--- src/rtl/instr_issue.sv ---
// rtl/instr_issue.sv - FIFO-buffered instruction issuer driving the s/w start handshake
// Optional watchdog: define INSTR_ISSUE_TIMEOUT_EN to enable timeout_err.
module instr_issue #(
    parameter int DEPTH = 4,
    parameter int IW    = 16
) (
    input  logic          clk,
    input  logic          reset,
    input  logic          in_valid,
    input  logic [IW-1:0] in_instr,
    output logic          in_ready,
    input  logic          w,
    output logic          s,
    output logic [IW-1:0] instr_out,
    output logic          busy,
    output logic          empty,
    output logic          full,
    output logic [7:0]    done_count,
    output logic          timeout_err
);

    localparam int AW = $clog2(DEPTH);
    localparam int CW = AW + 1;

    typedef enum logic [1:0] {
        IDLE  = 2'd0,
        ISSUE = 2'd1,
        EXEC  = 2'd2
    } state_t;

    state_t        state_q, state_d;
    logic [IW-1:0] mem [DEPTH];
    logic [AW-1:0] wr_ptr, rd_ptr;
    logic [CW-1:0] count, count_d;
    logic          push, pop, complete;

    assign in_ready = !full;
    assign push     = in_valid && in_ready;

`ifdef INSTR_ISSUE_TIMEOUT_EN
    logic [7:0] wd_cnt;
    logic       timeout_q;
    logic       timeout_fire;
`endif

    always_comb begin
        state_d  = state_q;
        pop      = 1'b0;
        complete = 1'b0;
`ifdef INSTR_ISSUE_TIMEOUT_EN
        timeout_fire = 1'b0;
`endif
        case (state_q)
            IDLE: begin
                if (!empty && w) begin
                    pop     = 1'b1;
                    state_d = ISSUE;
                end
            end
            ISSUE: begin
                if (!w) state_d = EXEC;
            end
            EXEC: begin
                if (w) begin
                    complete = 1'b1;
                    state_d  = IDLE;
                end
            end
            default: state_d = IDLE;
        endcase
`ifdef INSTR_ISSUE_TIMEOUT_EN
        // The 255th cycle after ISSUE entry aborts the instruction without counting it
        if (state_q != IDLE && wd_cnt == 8'd254) begin
            timeout_fire = 1'b1;
            complete     = 1'b0;
            state_d      = IDLE;
        end
`endif
    end

    always_comb begin
        count_d = count;
        case ({push, pop})
            2'b10:   count_d = count + 1'b1;
            2'b01:   count_d = count - 1'b1;
            default: count_d = count;
        endcase
    end

    // Storage carries no reset; occupancy and pointers define what is valid
    always_ff @(posedge clk) begin
        if (push) mem[wr_ptr] <= in_instr;
    end

    always_ff @(posedge clk) begin
        if (reset) begin
            state_q    <= IDLE;
            s          <= 1'b0;
            busy       <= 1'b0;
            instr_out  <= '0;
            done_count <= 8'd0;
            wr_ptr     <= '0;
            rd_ptr     <= '0;
            count      <= '0;
            empty      <= 1'b1;
            full       <= 1'b0;
        end else begin
            state_q <= state_d;
            // s is high exactly while the registered state is ISSUE
            s       <= (state_d == ISSUE);
            busy    <= (state_d != IDLE);
            if (pop) begin
                instr_out <= mem[rd_ptr];
                rd_ptr    <= rd_ptr + 1'b1;
            end
            if (push) wr_ptr <= wr_ptr + 1'b1;
            if (complete) done_count <= done_count + 8'd1;
            count <= count_d;
            empty <= (count_d == '0);
            full  <= (count_d == CW'(DEPTH));
        end
    end

`ifdef INSTR_ISSUE_TIMEOUT_EN
    always_ff @(posedge clk) begin
        if (reset) begin
            wd_cnt    <= 8'd0;
            timeout_q <= 1'b0;
        end else begin
            if (pop) wd_cnt <= 8'd0;
            else if (state_q != IDLE) wd_cnt <= wd_cnt + 8'd1;
            if (timeout_fire) timeout_q <= 1'b1;
        end
    end

    assign timeout_err = timeout_q;
`else
    assign timeout_err = 1'b0;
`endif

endmodule
--- config.mk ---
export PLATFORM = sky130hd
export DESIGN_NAME = instr_issue
export DESIGN_NICKNAME = d
export VERILOG_FILES = /design/src/rtl/instr_issue.sv
export SDC_FILE = /design/constraint.sdc
export NUM_CORES = 1
export LEC_CHECK = 0
export BUFFER_PORTS_ARGS = -buffer_cell sky130_fd_sc_hd__buf_2
export CAP_MARGIN = 10
export CELL_PAD_IN_SITES_DETAIL_PLACEMENT = 0
export CELL_PAD_IN_SITES_GLOBAL_PLACEMENT = 1
export CORE_ASPECT_RATIO = 1.2
export CORE_MARGIN = 4
export CORE_UTILIZATION = 38
export DETAILED_ROUTE_END_ITERATION = 8
export PLACE_DENSITY = 0.67
export SKIP_CTS_REPAIR_TIMING = 1
export SYNTH_ARGS = -nofsm -noshare
export SYNTH_HDL_FRONTEND = slang
export SYNTH_SLANG_ARGS = --single-unit
--- constraint.sdc ---
create_clock -name clk -period 5.41 [get_ports clk]
set_input_delay 0.2705 -clock clk [delete_from_list [all_inputs] [get_ports clk]]
set_output_delay 0.2705 -clock clk [all_outputs]
set_load 0.02 [all_outputs]
==> run summary <==
Mapped Cells: 223
Syn Nets: 250
# diodes: 0
Cell taking the most area after synthesis: edfxtp_1
Reg clk slew, reported paths: 70 ps
Layout Cells excl Fill: 401
DR iter-0 viols: 76
Number of distinct library cells after synthesis: 41
Initial antenna violation count: 0
Maxcap violations: 0
Final Skew: 8.17 ps
Die height: 117 um
M1 WL: 2550 um
Vias/cell: 4.98
Share of layout cells above drive strength 1: 31.3%
Netlist Area Pre-Place: 0.00376 mm^2
Power per cell area: 427 mW/mm^2
Drt first pass iters: 4
Design area: 0.00451 mm^2
CP max-delay cell: fa_1
CP Max Fanout: 7
Hpwl dp: 4070 um
Critical Path Start: full$_SDFF_PP0_
Post-synthesis async set-or-reset flop share: 0%
Vias in the first global route: 2071
WL/cell: 15.6 um
Worst Path Arrival: 2510 ps
Period utilization: 42.1%
Largest net degree at the start of global routing: 23
CTS sink count: 101
Starting Density: 39.1%
Most frequent cells in the layout: 64 x edfxtp_1, 48 x buf_2, 37 x dfxtp_1
WL met2: 3210 um
Port buffer count: 48
Num rows: 39
GPL Wtd Cong: 0.718
Syn_area_per_cell: 16.9 um^2
Setup violators final: 0
Pins Over Slew Limit: 0
Total global-route track usage: 11.9%
Sequential element share of the synthesized area: 70.8%
Placed insts: 385
Post-synth EDFFs: 64
Met3 Routed Length: 363 um
RSZ-0062 raised after global routing: false
CP Capture Type: flop
Total gr overflow: 0
Top layer in use: met4
Syn. warnings: 0
Global-route wire length before repair: 10300 um
Clk_lat worst skew: 340 ps
NumNets Final: 300
Routed wire length: 6270 um
I/O pin count: 50
Launching point of the worst reg2reg path: full$_SDFF_PP0_
Core area: 0.00961 mm^2
CTS tree: yes
Status: complete, no violations
Fillers: 830
Fmax: 0.439 GHz
Peak supply drop: 183 uV
Most common cell after layout, fill and taps aside: edfxtp_1
Antenna viol nets, final: 0
Slowest stage delay, CP: 380 ps
Top cell type's share of synthesized area: 51.1%
Area grow syn2layout: 20.0%
Min-delay src: in_instr[15]
Most used flip-flop cell after synthesis: edfxtp_1
CP Cell Sequence: nor2b_1 -> inv_1 -> ha_1 -> fa_1 -> xnor2_1 -> or3_1 -> a31o_2
Full die area: 0.0116 mm^2
Clock buffer count from CTS: 9
Die Width: 98.8 um
Worst slew pin tran: 1040 ps
Hold violation total from the final report: 0
Fin Setup TNS: 0 ps
P_leak: 0.00165 uW
DR vias: 1997
Slew HR: 30.4%
CTS Root Cell: clkbuf_16
Area after DPL: 0.00412 mm^2
Area contributors post-synth: edfxtp_1 51%, dfxtp_1 20%, mux4_2 9.6%
Crit path time final: 2280 ps
Post-route DRC violation count: 0
Required time of the critical path: 5640 ps
Post-synthesis sequential element count: 101
Crit Path Category: flop to flop
H-tree depth: 3
Worst min path class: primary input to flop
Startpoint Class: flop
Clock Path Buffers: 2
per-layer routing:
| metal | GRT usage [%] | vias up |
|---|---|---|
| met5 | 0 | - |
| met4 | 6.28 | 0 |
| met3 | 4.03 | 11 |
| met2 | 20.2 | 44 |
| met1 | 13.4 | 978 |
| li1 | - | 964 |
path summary, 6_finish.rpt:
| kind | end | slack (ps) | cells past startpoint |
|---|---|---|---|
| hold reg to reg | instr_out[0]$_SDFFE_PP0P_ | 470 | 1 |
| setup reg to reg | empty$_SDFF_PP1_ | 3130 | 7 |
| hold / removal | mem[3][15]$_DFFE_PP_ | 140 | 1 |
| setup / recovery | empty$_SDFF_PP1_ | 3130 | 7 |
synth_stat cells (2+ instances only):
cell       n
a21oi_1    8
a22o_1    16
and2_1     4
buf_2      2
buf_4      2
clkbuf_1   4
dfxtp_1   37
edfxtp_1  64
ha_1       6
inv_1      5
mux2i_1    3
mux4_2    16
nand2_1    4
nand2b_1   3
nand4_1    2
nor2_1     6
nor2b_1    2
nor3_1     3
o21ai_0    5
o31ai_1    2
or3_1      5
or4_1      2
xnor2_1    3
xor2_1     2
power by group:
| part | leakage (uW) | internal, uW | switching [uW] | total (uW) |
|---|---|---|---|---|
| sequential | 0.000889 | 878 | 27.2 | 905 |
| combinational | 0.000570 | 91.3 | 111 | 203 |
| clock | 0.000189 | 558 | 263 | 821 |
per-stage QoR:
| step | worst slack [ps] | util (%) | hold WS (ps) | total power (uW) |
|---|---|---|---|---|
| floorplan | 3220 | - | 355 | 1070 |
| global placement | 3100 | 42.8 | 453 | 1130 |
| detailed placement | 3080 | 42.8 | 455 | 1130 |
| CTS | 3120 | 46.9 | 128 | 1950 |
| global route | 2940 | 46.9 | 127 | 2010 |
| finish | 3130 | 46.9 | 142 | 1930 |
logic make-up (layout without fill, tap and decap cells):
group	count (synthesis)	count (layout)	share of synthesized area (%)
other	1	1	0.0997
adders and majority gates	7	7	2.53
buffers and inverters	16	71	2.06
DFF	101	101	70.8
AOI/OAI and AO/OA	35	35	6.69
and+or+nand+nor	39	39	6.29
xor gates and xnor gates	5	5	1.16
muxes	19	19	10.4
worst max-delay path, delay by kind of cell (launching register included):
family / cells / cell delay [ps]
and+or+nand+nor: 2 / 730
adders and majority gates: 2 / 630
DFF: 1 / 320
AOI/OAI and AO/OA: 1 / 260
xor gates and xnor gates: 1 / 140
buffers and inverters: 1 / 90
flip-flops by register name, indices dropped and copies added (netlist names):
name        count
count           3
busy            1
mem            64
state_q         2
s               1
empty           1
done_count      8
wr_ptr          2
rd_ptr          2
instr_out      16
full            1
layout make-up:
class                   count  area [um^2]  area share (%)
clock inverters             6          158            3.49
flip-flops and latches    101         2660            59.0
well taps                 123          154            3.41
inverters                   6         22.5           0.499
clock buffers              10          239            5.30
multi-input cells         106         1030            22.8
repair buffers             49          248            5.49
Note: power is estimated with default switching activity, not from simulation.
